[config.mk]
export PLATFORM = sky130hd
export DESIGN_NAME = hazard_ctrl
export DESIGN_NICKNAME = d
export VERILOG_FILES = /design/src/rtl/hazard_ctrl_pkg.sv /design/src/rtl/sat_counter.sv /design/src/rtl/hazard_ctrl.sv
export SDC_FILE = /design/constraint.sdc
export NUM_CORES = 1
export LEC_CHECK = 0
export CAP_MARGIN = 20
export CORE_MARGIN = 2
export CORE_UTILIZATION = 28
export CTS_BUF_LIST = sky130_fd_sc_hd__clkbuf_4
export DETAILED_ROUTE_END_ITERATION = 16
export PLACE_DENSITY = 0.64
export SLEW_MARGIN = 10
export SYNTH_ARGS = -nofsm -noshare
export SYNTH_HDL_FRONTEND = slang
export SYNTH_SLANG_ARGS = --single-unit
[constraint.sdc]
create_clock -name clk -period 2.8 [get_ports clk]
set_clock_uncertainty 0.2 [all_clocks]
set_input_delay 0.56 -clock clk [delete_from_list [all_inputs] [get_ports clk]]
set_output_delay 0.56 -clock clk [all_outputs]
set_load 0.03 [all_outputs]
[src/rtl/hazard_ctrl_pkg.sv]
// ----------------------------------------------------------------------------
// hazard_ctrl_pkg
//
// Purpose: shared CPU pipeline definitions used by the hazard controller.
//          Holds the pipeline depth, the hazard FSM state encoding, the packed
//          bundle of stall/flush controls and a helper that decides whether a
//          single decode source operand collides with an in-flight load.
//
// Ports:   none (package).
// ----------------------------------------------------------------------------
package hazard_ctrl_pkg;

    // F1, F2, D, E, M, W
    localparam int NUM_STAGES = 6;

    // Architectural register index width (x0..x31).
    localparam int REG_W = 5;

    typedef enum logic [1:0] {
        RUN      = 2'd0,
        MD_WAIT  = 2'd1,
        REDIRECT = 2'd2
    } hz_state_t;

    // All pipeline-register controls in one bundle so each FSM branch can
    // assign a complete, self-consistent set in a single statement.
    typedef struct packed {
        logic stall_f1;
        logic stall_f2;
        logic stall_d;
        logic stall_e;
        logic flush_f2;
        logic flush_d;
        logic flush_e;
        logic flush_m;
    } hz_ctl_t;

    localparam hz_ctl_t CTL_NONE     = '0;

    // Mispredict: throw away everything fetched down the wrong path that has
    // already reached F2, D and E.
    localparam hz_ctl_t CTL_MISPRED  = '{stall_f1: 1'b0, stall_f2: 1'b0,
                                         stall_d:  1'b0, stall_e:  1'b0,
                                         flush_f2: 1'b1, flush_d:  1'b1,
                                         flush_e:  1'b1, flush_m:  1'b0};

    // Second redirect cycle: only the instruction sitting in F1 when the
    // mispredict resolved is still wrong-path, and it is now moving into F2.
    localparam hz_ctl_t CTL_REDIRECT = '{stall_f1: 1'b0, stall_f2: 1'b0,
                                         stall_d:  1'b0, stall_e:  1'b0,
                                         flush_f2: 1'b1, flush_d:  1'b0,
                                         flush_e:  1'b0, flush_m:  1'b0};

    // Mul/div busy: freeze everything up to and including E, and feed M a
    // bubble so the frozen E instruction is not retired twice.
    localparam hz_ctl_t CTL_MD_BUSY  = '{stall_f1: 1'b1, stall_f2: 1'b1,
                                         stall_d:  1'b1, stall_e:  1'b1,
                                         flush_f2: 1'b0, flush_d:  1'b0,
                                         flush_e:  1'b0, flush_m:  1'b1};

    // Load-use: hold the consumer in D and let a bubble advance into E.
    localparam hz_ctl_t CTL_LOAD_USE = '{stall_f1: 1'b1, stall_f2: 1'b1,
                                         stall_d:  1'b1, stall_e:  1'b0,
                                         flush_f2: 1'b0, flush_d:  1'b0,
                                         flush_e:  1'b1, flush_m:  1'b0};

    // Load data only becomes forwardable once the load reaches W, so a
    // consumer in D must wait while the producing load is in E or in M.
    // x0 is hard-wired to zero and never creates a dependency.
    function automatic logic src_load_hit(
        input logic             use_rs,
        input logic [REG_W-1:0] rs,
        input logic [REG_W-1:0] rd_e,
        input logic             mem_read_e,
        input logic [REG_W-1:0] rd_m,
        input logic             mem_read_m
    );
        logic hit_e;
        logic hit_m;
        hit_e = mem_read_e && (rs == rd_e);
        hit_m = mem_read_m && (rs == rd_m);
        return use_rs && (rs != '0) && (hit_e || hit_m);
    endfunction

endpackage

[src/rtl/sat_counter.sv]
// ----------------------------------------------------------------------------
// sat_counter
//
// Purpose: free-running event counter that advances by one on every clock
//          edge where 'en' is high and sticks at all-ones instead of wrapping.
//
// Ports:
//   clk    in   single clock, rising edge
//   rst_n  in   synchronous active-low reset, clears the count
//   en     in   count this cycle
//   count  out  CNT_W-bit current count
// ----------------------------------------------------------------------------
module sat_counter #(
    parameter int CNT_W = 16
) (
    input  logic             clk,
    input  logic             rst_n,
    input  logic             en,
    output logic [CNT_W-1:0] count
);

    logic [CNT_W-1:0] count_q;
    logic [CNT_W-1:0] count_d;
    logic             at_max;

    // Next count: hold once every bit is set so a long run of events
    // reports "at least this many" rather than wrapping back to a small value.
    always_comb begin
        count_d = count_q;
        at_max  = &count_q;
        if (en && !at_max) begin
            count_d = count_q + CNT_W'(1);
        end
    end

    always_ff @(posedge clk) begin
        if (!rst_n) begin
            count_q <= '0;
        end else begin
            count_q <= count_d;
        end
    end

    assign count = count_q;

endmodule

[src/rtl/hazard_ctrl.sv]
// ----------------------------------------------------------------------------
// hazard_ctrl
//
// Purpose: stall/flush controller for a six-stage in-order pipeline
//          (F1, F2, D, E, M, W). It resolves three hazard sources, highest
//          priority first:
//            1. branch/jump mispredict resolved in E (two-cycle redirect),
//            2. multi-cycle mul/div occupying E (stall until done),
//            3. load-use on a decode source (load data only forwardable from W).
//          It also keeps two saturating performance counters.
//
// Ports:
//   clk                in   single clock, rising edge
//   rst_n              in   synchronous active-low reset
//   Rs1D, Rs2D         in   decode-stage source registers
//   UseRs1D, UseRs2D   in   decode instruction really reads Rs1D / Rs2D
//   RdE, RdM           in   destination registers of the E / M instructions
//   MemReadE, MemReadM in   E / M instruction is a load
//   BranchMispredictE  in   control transfer resolved in E was mispredicted
//   MdStartE, MdDoneE  in   mul/div in E started / result ready
//   StallF1..StallE    out  hold the named pipeline register
//   FlushF2..FlushM    out  load a bubble into the named pipeline register
//   LoadStallCnt       out  cycles spent in a load-use stall (saturating)
//   FlushCnt           out  accepted mispredicts (saturating)
// ----------------------------------------------------------------------------
module hazard_ctrl
    import hazard_ctrl_pkg::*;
#(
    parameter int CNT_W = 16
) (
    input  logic             clk,
    input  logic             rst_n,

    input  logic [4:0]       Rs1D,
    input  logic [4:0]       Rs2D,
    input  logic             UseRs1D,
    input  logic             UseRs2D,

    input  logic [4:0]       RdE,
    input  logic [4:0]       RdM,
    input  logic             MemReadE,
    input  logic             MemReadM,

    input  logic             BranchMispredictE,
    input  logic             MdStartE,
    input  logic             MdDoneE,

    output logic             StallF1,
    output logic             StallF2,
    output logic             StallD,
    output logic             StallE,
    output logic             FlushF2,
    output logic             FlushD,
    output logic             FlushE,
    output logic             FlushM,

    output logic [CNT_W-1:0] LoadStallCnt,
    output logic [CNT_W-1:0] FlushCnt
);

    hz_state_t state_q;
    hz_state_t state_d;

    hz_ctl_t   ctl;
    logic      load_use;
    logic      load_stall_evt;
    logic      flush_evt;

    // Raw load-use detection, independent of the FSM. Whether it actually
    // produces a stall is decided below, after the higher-priority hazards.
    always_comb begin
        load_use = src_load_hit(UseRs1D, Rs1D, RdE, MemReadE, RdM, MemReadM)
                 | src_load_hit(UseRs2D, Rs2D, RdE, MemReadE, RdM, MemReadM);
    end

    // Next state and all stall/flush outputs. Each hazard assigns a whole
    // control bundle, so a lower-priority hazard can never leak a stray bit
    // into a cycle owned by a higher-priority one, and no bundle stalls and
    // flushes the same register.
    //
    // While rst_n is low everything is forced quiet in the same cycle, which
    // is also what guarantees nothing from an abandoned MD_WAIT or REDIRECT
    // survives into the first cycle after release.
    always_comb begin
        state_d        = state_q;
        ctl            = CTL_NONE;
        load_stall_evt = 1'b0;
        flush_evt      = 1'b0;

        if (!rst_n) begin
            state_d = RUN;
        end else begin
            unique case (state_q)
                RUN: begin
                    if (BranchMispredictE) begin
                        ctl       = CTL_MISPRED;
                        flush_evt = 1'b1;
                        state_d   = REDIRECT;
                    end else if (MdStartE && !MdDoneE) begin
                        ctl     = CTL_MD_BUSY;
                        state_d = MD_WAIT;
                    end else if (load_use) begin
                        ctl            = CTL_LOAD_USE;
                        load_stall_evt = 1'b1;
                    end
                end

                // The frozen mul/div keeps E occupied; the pipeline is released
                // in the very cycle the result is ready, with nothing asserted.
                MD_WAIT: begin
                    if (MdDoneE) begin
                        state_d = RUN;
                    end else begin
                        ctl = CTL_MD_BUSY;
                    end
                end

                // D and E were just flushed, so any load-use seen now refers to
                // wrong-path instructions and must not stall.
                REDIRECT: begin
                    ctl     = CTL_REDIRECT;
                    state_d = RUN;
                end

                default: begin
                    state_d = RUN;
                end
            endcase
        end
    end

    always_ff @(posedge clk) begin
        if (!rst_n) begin
            state_q <= RUN;
        end else begin
            state_q <= state_d;
        end
    end

    assign StallF1 = ctl.stall_f1;
    assign StallF2 = ctl.stall_f2;
    assign StallD  = ctl.stall_d;
    assign StallE  = ctl.stall_e;
    assign FlushF2 = ctl.flush_f2;
    assign FlushD  = ctl.flush_d;
    assign FlushE  = ctl.flush_e;
    assign FlushM  = ctl.flush_m;

    sat_counter #(
        .CNT_W (CNT_W)
    ) u_load_stall_cnt (
        .clk   (clk),
        .rst_n (rst_n),
        .en    (load_stall_evt),
        .count (LoadStallCnt)
    );

    sat_counter #(
        .CNT_W (CNT_W)
    ) u_flush_cnt (
        .clk   (clk),
        .rst_n (rst_n),
        .en    (flush_evt),
        .count (FlushCnt)
    );

endmodule

Yosys cells after proc, flatten, opt, wreduce, memory -nomap -nowiden
Cells that the tools add are included.
{ "classes": {"addsub": 2, "n_eq_ne": 8, "n_mux": 18, "n_bitwise": 1, "n_reduce_logical": 22} }
{ "ops": {"columns": ["cell", "n"], "rows": [
  ["$mux W8", 5],
  ["$add A16 B1 Y16 const B", 2],
  ["$reduce_and A16 Y1", 2],
  ["$pmux W8 S3", 1],
  ["$eq A5 B5 Y1", 4],
  ["$logic_and A1 B1 Y1", 11],
  ["$reduce_bool A5 Y1", 2],
  ["$mux W1", 8],
  ["$mux W2", 3],
  ["$pmux W2 S2", 1],
  ["$logic_not A1 Y1", 3],
  ["$ne A3 B3 Y1 const B", 1],
  ["$eq A2 B1 Y1 const B", 1],
  ["$eq A2 B2 Y1 const B", 1],
  ["$logic_not A2 Y1", 1],
  ["$logic_or A1 B1 Y1", 2],
  ["$ne A2 B2 Y1 const B", 1],
  ["$reduce_and A2 Y1", 1],
  ["$or A1 B1 Y1", 1]
]} }
{ "totals": {"regBits": 34, "inputBits": 29, "out_inout_bits": 40, "wordCells": 54} }

Depth between registers and ports, before layout
Gate-level depths: netlist of the first run.
{ "depth": {"depth_word": 11, "ltp_mapped": 8, "ltp_nobuf": 8} }

Hierarchy
A second synthesis of the first run with hierarchy kept.
{ "unflattened": {"hier_cells": 244, "area_unflattened_um2": 2024.4} }
{ "by_module_without_submodules": {"columns": ["module", "instances", "cells_each", "area_each_um2", "seq_area_each_um2"], "rows": [
  ["sat_counter", 2, 95, 799.5, 320.3],
  ["hazard_ctrl", 1, 54, 425.4, 40.0]
]} }

Least setup slack after synthesis of the first run
No wires, ideal clock.
{ "synth_path": {"path_kind": "input port to output port", "startpoint": "input port rst_n", "endpoint": "output port StallF1", "arrival_ps": 2469, "required_time_ps": 2040, "path_slack_ps": -429, "stages": 5, "path_buffers": 2, "path_cell_list": "inv_2 -> clkbuf_1 -> nor4_1 -> or2_2 -> buf_4"} }
{ "synth_between": {"elab_chain_cells": 1} }
{ "synth_rtl": {"columns": ["element", "line_no", "rtl"], "rows": [
  ["from (decl)", "hazard_ctrl.sv:32", "input logic rst_n,"],
  ["$mux W8", "hazard_ctrl.sv:90", "if (!rst_n) begin"],
  ["to (decl)", "hazard_ctrl.sv:48", "output logic StallF1,"]
]} }
Every way passes these cells.

Worst setup path after layout of the first run
{ "layout_path": {"startpoint": "input port Rs2D[2]", "endpoint": "output port StallF2"} }
{ "layout_between": {"elab_chain_cells": 10, "word_cells_on_any_way": 14, "classes_between": "eq/ne (2); mux (5); bitwise (1); reduce/logical (6)"} }
{ "layout_rtl": {"columns": ["element", "line_no", "rtl"], "rows": [
  ["from (decl)", "hazard_ctrl.sv:35", "input logic [4:0] Rs2D,"],
  ["$eq A5 B5 Y1, on equally long branches", "hazard_ctrl_pkg.sv:80, hazard_ctrl_pkg.sv:81", null],
  ["$logic_and A1 B1 Y1, on equally long branches", "hazard_ctrl_pkg.sv:80, hazard_ctrl_pkg.sv:81", null],
  ["$logic_or A1 B1 Y1", "hazard_ctrl_pkg.sv:82", "return use_rs && (rs != '0) && (hit_e || hit_m);"],
  ["$logic_and A1 B1 Y1 *", "hazard_ctrl_pkg.sv:82", null],
  ["$or A1 B1 Y1 *", "hazard_ctrl.sv:73", "| src_load_hit(UseRs2D, Rs2D, RdE, MemReadE, RdM, MemReadM);"],
  ["$mux W8 *", "hazard_ctrl.sv:102", "end else if (load_use) begin"],
  ["$mux W8 *", "hazard_ctrl.sv:99", "end else if (MdStartE && !MdDoneE) begin"],
  ["$mux W8 *", "hazard_ctrl.sv:95", "if (BranchMispredictE) begin"],
  ["$pmux W8 S3 *", "hazard_ctrl.sv:93", "unique case (state_q)"],
  ["$mux W8 *", "hazard_ctrl.sv:90", null],
  ["to (decl)", "hazard_ctrl.sv:49", "output logic StallF2,"]
]} }
Mark *: on every way between the ends. The rest lies on a longest branch, timed or not.

==> flow_summary_export.csv, run 1 <==
group,metric,value,unit
floorplan,io_pins,69,
synthesis,syn_nets,267,
clock_network,cts_tree,"done",
detailed_routing,antenna_left,0,
cells_and_area,diodes,0,
worst_hold_path,hold_path_class,"flip-flop to flip-flop",
grt,top_usage_layer,"met2",
critical_path,cp_max_fo,3,
synthesis,synth_seq_area_share,35.14,%
job,maxCapViolCount,0,
critical_path,max_stage_delay,520,ps
synthesis,synth_edf_count,0,
cells_and_area,stdcell_area,2884,um^2
grt,grt_start_max_net_pins,30,
cells_and_area,fin_util,42.69,%
clock_network,cts_root_buffer,"clkbuf_4",
placement,dp_hpwl,3.900,mm
critical_path,critPathTopFamily,"simple AND/OR/NAND/NOR gates",
placement,io_buffers,68,
grt,grt_use_met3,2.654,%
timing,finalSetupViolCount,0,
clock_network,cts_buffer_depth,2,
floorplan,dieWidth,87.17,um
synthesis,synth_cell_type_count,35,
synthesis,syn_area,1937,um^2
detailed_routing,route.detailed.drc,0,
timing,period_share,96.99,%
cells_and_area,fillers,674,
cells_and_area,syn2layout_area_growth,48.90,%
clock_network,cts_htree_levels,2,
critical_path,critPathArrivalTime,1960,ps
timing,finalHoldViolCount,0,
critical_path,critical_path_buf_inv_count,2,
synthesis,synthesis.instances,236,
detailed_routing,via_count,1965,
synthesis,synth_ff_type,"dfxtp_1",
detailed_routing,drt-pass1-iter-count,4,
critical_path,crit_chain,"buf_8, or4_4, o21ai_2, o22a_1, nor3_2, or2_4, buf_6",
synthesis,avgSynthCellArea,8.207,um^2
power,power.density,356.1,nW/um^2
critical_path,critical_path_class,"input port to output port",
power,p_leak,0.001139,uW
grt,use_met1,18.51,%
detailed_routing,drt_iter0_markers,66,
timing,tightest_slew,563.6,ps
timing,maxSlewViolCount,0,
cells_and_area,fin_cells,399,
grt,globalRouteMet2Util,21.79,%
floorplan,num_rows,30,
critical_path,cpMaxStageDelayCell,"or4_4",
placement,place_congestion,0.9086,
placement,placed_cell_area,2804,um^2
clock_network,cts_sinks,34,
floorplan,initial_core_util,28.67,%
detailed_routing,drt-total-wl,5.187,mm
grt,antenna_found_initial,0,
synthesis,yosysWarnings,0,
power,ir_worst_vdd,221.0,uV
detailed_routing,vias_per_cell,4.925,
grt,grt_pass1_vias,1823,
synthesis,ys_seq_elements,34,
cells_and_area,final_layout_size_suffix_gt1_share,18.81,%
critical_path,crit_path_end_kind,"output port",
clock_network,cts_made_buffers,5,
timing,whs,292.2,ps
floorplan,die_y,87.17,um
outcome,status,"complete, no violations",
grt,grt-ovfl-total,0,
placement,dp.cells,392,
critical_path,cp-start-kind,"input port",
synthesis,async_flop_share,0,%
grt,grt_pass1_wl,8.321,mm
timing,relSlewSlack,62.08,%
clock_network,cts_setup_buffers,0,
timing,period_needed,2716,ps
clock_network,clock_latency,340,ps
detailed_routing,wl_per_cell,13.00,um
clock_network,clk_pin_slew,90,ps
grt,grtUsageTotal,13.73,%
timing,max_freq,368.2,MHz
critical_path,cp.required,2040,ps
floorplan,core-area,6756,um^2
floorplan,die_area,7599,um^2
cells_and_area,fin_nets,349,
==> metal layers <==
layer / wire length [um] / vias to the layer above
met5: 0 / -
met4: 93 / 0
met3: 372 / 9
met2: 2170 / 76
met1: 2551 / 882
li1: - / 998
==> area by class of cell <==
cell class	instances	area (um^2)	area share [%]
Multi-Input combinational cell	190	1236	42.86
Timing Repair Buffer	84	773.2	26.81
Sequential cell	34	680.7	23.60
Tap cell	80	100.1	3.471
Clock buffer	7	52.55	1.822
Clock inverter	1	30.03	1.041
Inverter	3	11.26	0.3905
==> cells in the final DEF, fill, tap and decap left out, drive strengths merged, types with 3 or more instances in the layout <==
| master | count |
|---|---|
| clkdlybuf4s50 | 39 |
| buf | 38 |
| dfxtp | 34 |
| nand2 | 29 |
| nor2 | 25 |
| xor2 | 23 |
| nand3 | 17 |
| mux2i | 13 |
| nor4 | 12 |
| nand2b | 10 |
| xnor2 | 9 |
| nand4 | 8 |
| clkbuf | 8 |
| nor3 | 8 |
| o21ai | 7 |
| and3 | 4 |
| clkdlybuf4s15 | 4 |
| and2 | 3 |
| nor2b | 3 |
| inv | 3 |
| or3 | 3 |
==> through the flow <==
step | power [uW] | TNS, ps | setup slack [ps]
2_1_floorplan | 576.5 | 0 | 21.56
3_3_place_gp | 664.8 | -5777 | -384.6
3_5_place_dp | 666.2 | -6091 | -426.4
4_1_cts | 1041 | 0 | 2.618
5_1_grt | 1072 | -7.844 | -3.181
6_report | 1027 | 0 | 84.23
==> logic make-up after synthesis <==
group           after synthesis  synth area share (%)
xor+xnor                     32                 14.47
mux                          13                 6.718
flops                        34                 35.14
fa+ha+maj                     2                 1.292
simple gates                128                 34.17
buf+inv                      12                 3.100
compound gates               15                 5.104
==> power breakdown <==
group,total (uW),internal [uW],switching [uW]
clock,374,209,165
combinational,161,80.7,80.1
sequential,492,487,5.52
==> state kept, by name, indices dropped and copies added (netlist names) <==
| name | cells |
|---|---|
| state_q | 2 |
| u_flush_cnt.count | 16 |
| u_load_stall_cnt.count | 16 |
==> final timing paths <==
path,from,end,slack (ps),depth (start not counted)
hold / removal,u_load_stall_cnt.count[10],u_load_stall_cnt.count[10],290,2
setup / recovery,Rs2D[2],StallF2,80,7
hold reg to reg,u_load_stall_cnt.count[10],u_load_stall_cnt.count[10],290,2
setup reg to reg,u_load_stall_cnt.count[0],u_load_stall_cnt.count[6],420,8
==> Yosys cell counts (3+ instances only) <==
| cell type | n | area share (%) |
|---|---|---|
| mux2i_1 | 13 | 6.7 |
| buf_4 | 4 | 1.6 |
| and3_1 | 4 | 1.3 |
| nand2b_1 | 10 | 3.2 |
| nor2_1 | 25 | 4.8 |
| nor2b_1 | 3 | 0.97 |
| nor4_1 | 12 | 3.9 |
| nand4_1 | 8 | 2.6 |
| clkbuf_1 | 4 | 0.77 |
| xnor2_1 | 9 | 4.1 |
| o21ai_0 | 6 | 1.6 |
| nand3_1 | 17 | 4.4 |
| nand2_1 | 29 | 5.6 |
| xor2_1 | 23 | 10 |
| nor3_1 | 7 | 1.8 |
| dfxtp_1 | 34 | 35 |
| and2_1 | 3 | 0.97 |
==> timing repair <==
action	4_1_cts	5_1_grt
gates resized for setup	76	17
endpoints found under the setup margin	6	4
hold buffers	0	0
pin swaps	14	13
==> worst min-delay path: stages (launching register included) <==
cell and delay, ps:
dfxtp_1 340, nand2_1 60, mux2i_1 50
(Power assumes the default switching activity.)
==> run 2, diff against run 1 <==
--- a/config.mk
+++ b/config.mk
@@ -10,7 +10,9 @@
 export CORE_UTILIZATION = 28
 export CTS_BUF_LIST = sky130_fd_sc_hd__clkbuf_4
 export DETAILED_ROUTE_END_ITERATION = 16
-export PLACE_DENSITY = 0.64
+export DONT_BUFFER_PORTS = 1
+export MAX_ROUTING_LAYER = met4
+export PLACE_DENSITY = 0.51
 export SLEW_MARGIN = 10
 export SYNTH_ARGS = -nofsm -noshare
 export SYNTH_HDL_FRONTEND = slang
==> run 2 against run 1 <==
  * Setup slack better by 32 ps
  * Combinational power is 42% lower
  * Non-clock buffer count decreased by 47
  * Cell count decreased by 12%
  * Critical path type unchanged
  * Clock power down 35%
  * Design area is 19% lower
  * Via count decreased by 11%
  * Sequential power is essentially flat
==> flow_summary_export.csv, run 2 (synthesis gave the netlist of run 1 again) <==
group,metric,value,unit
detailed_routing,route.detailed.drc,0,
floorplan,core-area,6756,um^2
grt,grt_pass1_wl,7.617,mm
cells_and_area,fillers,728,
floorplan,io_pins,69,
detailed_routing,wl_per_cell,13.58,um
detailed_routing,via_count,1751,
cells_and_area,final_cell_mix,"buf_4, dfxtp_1, nand2_1",
cells_and_area,multiInputGateArea,1220,um^2
clock_network,cts_made_buffers,5,
timing,finalHoldViolCount,0,
clock_network,cts_buffer_depth,2,
clock_network,cts_root_buffer,"clkbuf_4",
clock_network,postCtsHoldBufs,0,
floorplan,num_rows,30,
outcome,status,"complete, no violations",
power,power.density,353.9,nW/um^2
timing,period_share,95.85,%
floorplan,die_area,7599,um^2
detailed_routing,antenna_left,0,
detailed_routing,drt-pass1-iter-count,4,
timing,grt_setup_unrepaired,"false",
critical_path,critical_path_class,"input port to output port",
power,ir_worst_vdd,243.0,uV
worst_hold_path,hold_path_class,"input port to flip-flop",
cells_and_area,layout_commonest_cell,"buf_4",
placement,preCtsSetupSlack,121.6,ps
cells_and_area,final_layout_size_suffix_gt1_share,18.15,%
grt,antenna_found_initial,0,
detailed_routing,vias_per_cell,5.003,
timing,maxSlewViolCount,0,
timing,finalSetupViolCount,0,
cells_and_area,fin_nets,302,
cells_and_area,syn2layout_area_growth,20.35,%
grt,grt_pass1_vias,1681,
timing,relSlewSlack,67.15,%
critical_path,cp-start-kind,"input port",
grt,grt_start_max_net_pins,31,
timing,tightest_slew,488.3,ps
grt,grtUsageTotal,12.95,%
clock_network,cts_tree,"done",
critical_path,cp_max_fo,3,
power,p_leak,0.0009472,uW
clock_network,cts_htree_levels,2,
floorplan,initial_core_util,28.67,%
critical_path,critPathArrivalTime,1920,ps
timing,finalSetupTns,0,ps
cells_and_area,diodes,0,
critical_path,cp.required,2040,ps
grt,globalRouteMet2Util,21.10,%
job,maxCapViolCount,0,
timing,max_freq,372.6,MHz
clock_network,clock_latency,330,ps
detailed_routing,drt-total-wl,4.752,mm
cells_and_area,seq_area,680.7,um^2
clock_network,ctsResizeCount,0,
clock_network,cts_sinks,34,
critical_path,crit_path_end_kind,"output port",
placement,io_buffers,0,
detailed_routing,drt_iter0_markers,70,
floorplan,dieWidth,87.17,um
timing,setup_ws,116.2,ps
clock_network,clk_pin_slew,100,ps
floorplan,die_y,87.17,um
placement,dp_hpwl,3.634,mm
grt,grt_use_met3,3.412,%
placement,place_congestion,0.7434,
grt,grt-ovfl-total,0,
clock_network,cts_setup_buffers,0,
grt,top_usage_layer,"met2",
grt,use_met1,15.37,%
timing,period_needed,2684,ps
## run 2: through the flow
| step | hold WS, ps | utilization, % | power [uW] | cells | instance area (um^2) |
|---|---|---|---|---|---|
| final | 93.66 | 34.50 | 825.0 | 350 | 2331 |
| after global routing | 65.47 | 34.50 | 867.8 | 350 | 2331 |
| after CTS | 75.99 | 34.50 | 841.1 | 350 | 2331 |
| after detailed placement | 342.1 | 33.89 | 593.1 | 344 | 2290 |
| after global placement | 333.3 | 33.89 | 593.5 | 344 | 2290 |
| after floorplan | 292.1 | - | 576.5 | 236 | 1952 |
## run 2: area by class of cell
type                    count  area share, %
inverters                   3         0.4831
repair buffers             37          11.92
clock buffers               5          1.610
flip-flops and latches     34          29.20
well taps                  80          4.294
clock inverters             1         0.1610
multi-input cells         190          52.33
## run 2: path summary, 6_finish.rpt
kind | start | slack (ps) | to | depth (start not counted)
max | RdM[4] | 120 | StallF1 | 6
min | MdDoneE | 90 | state_q[0] | 1
max reg2reg | state_q[1] | 440 | u_load_stall_cnt.count[4] | 6
min reg2reg | state_q[0] | 360 | state_q[1] | 1
## run 2: routing by layer
| layer | vias up | share of wire [%] |
|---|---|---|
| met5 | - | 0 |
| met4 | 0 | 1.6 |
| met3 | 5 | 7.2 |
| met2 | 53 | 46 |
| met1 | 800 | 45 |
| li1 | 893 | - |
## run 2: where the power goes
part           switching (uW)  internal, uW
logic                    53.2          39.6
registers                3.54           486
clock network             156          85.8
## run 2: worst max-delay path: stages
cell,delay (ps)
xor2_1,140
nor4_1,320
a32oi_1,150
o22a_1,260
nor3_1,160
or2_4,330
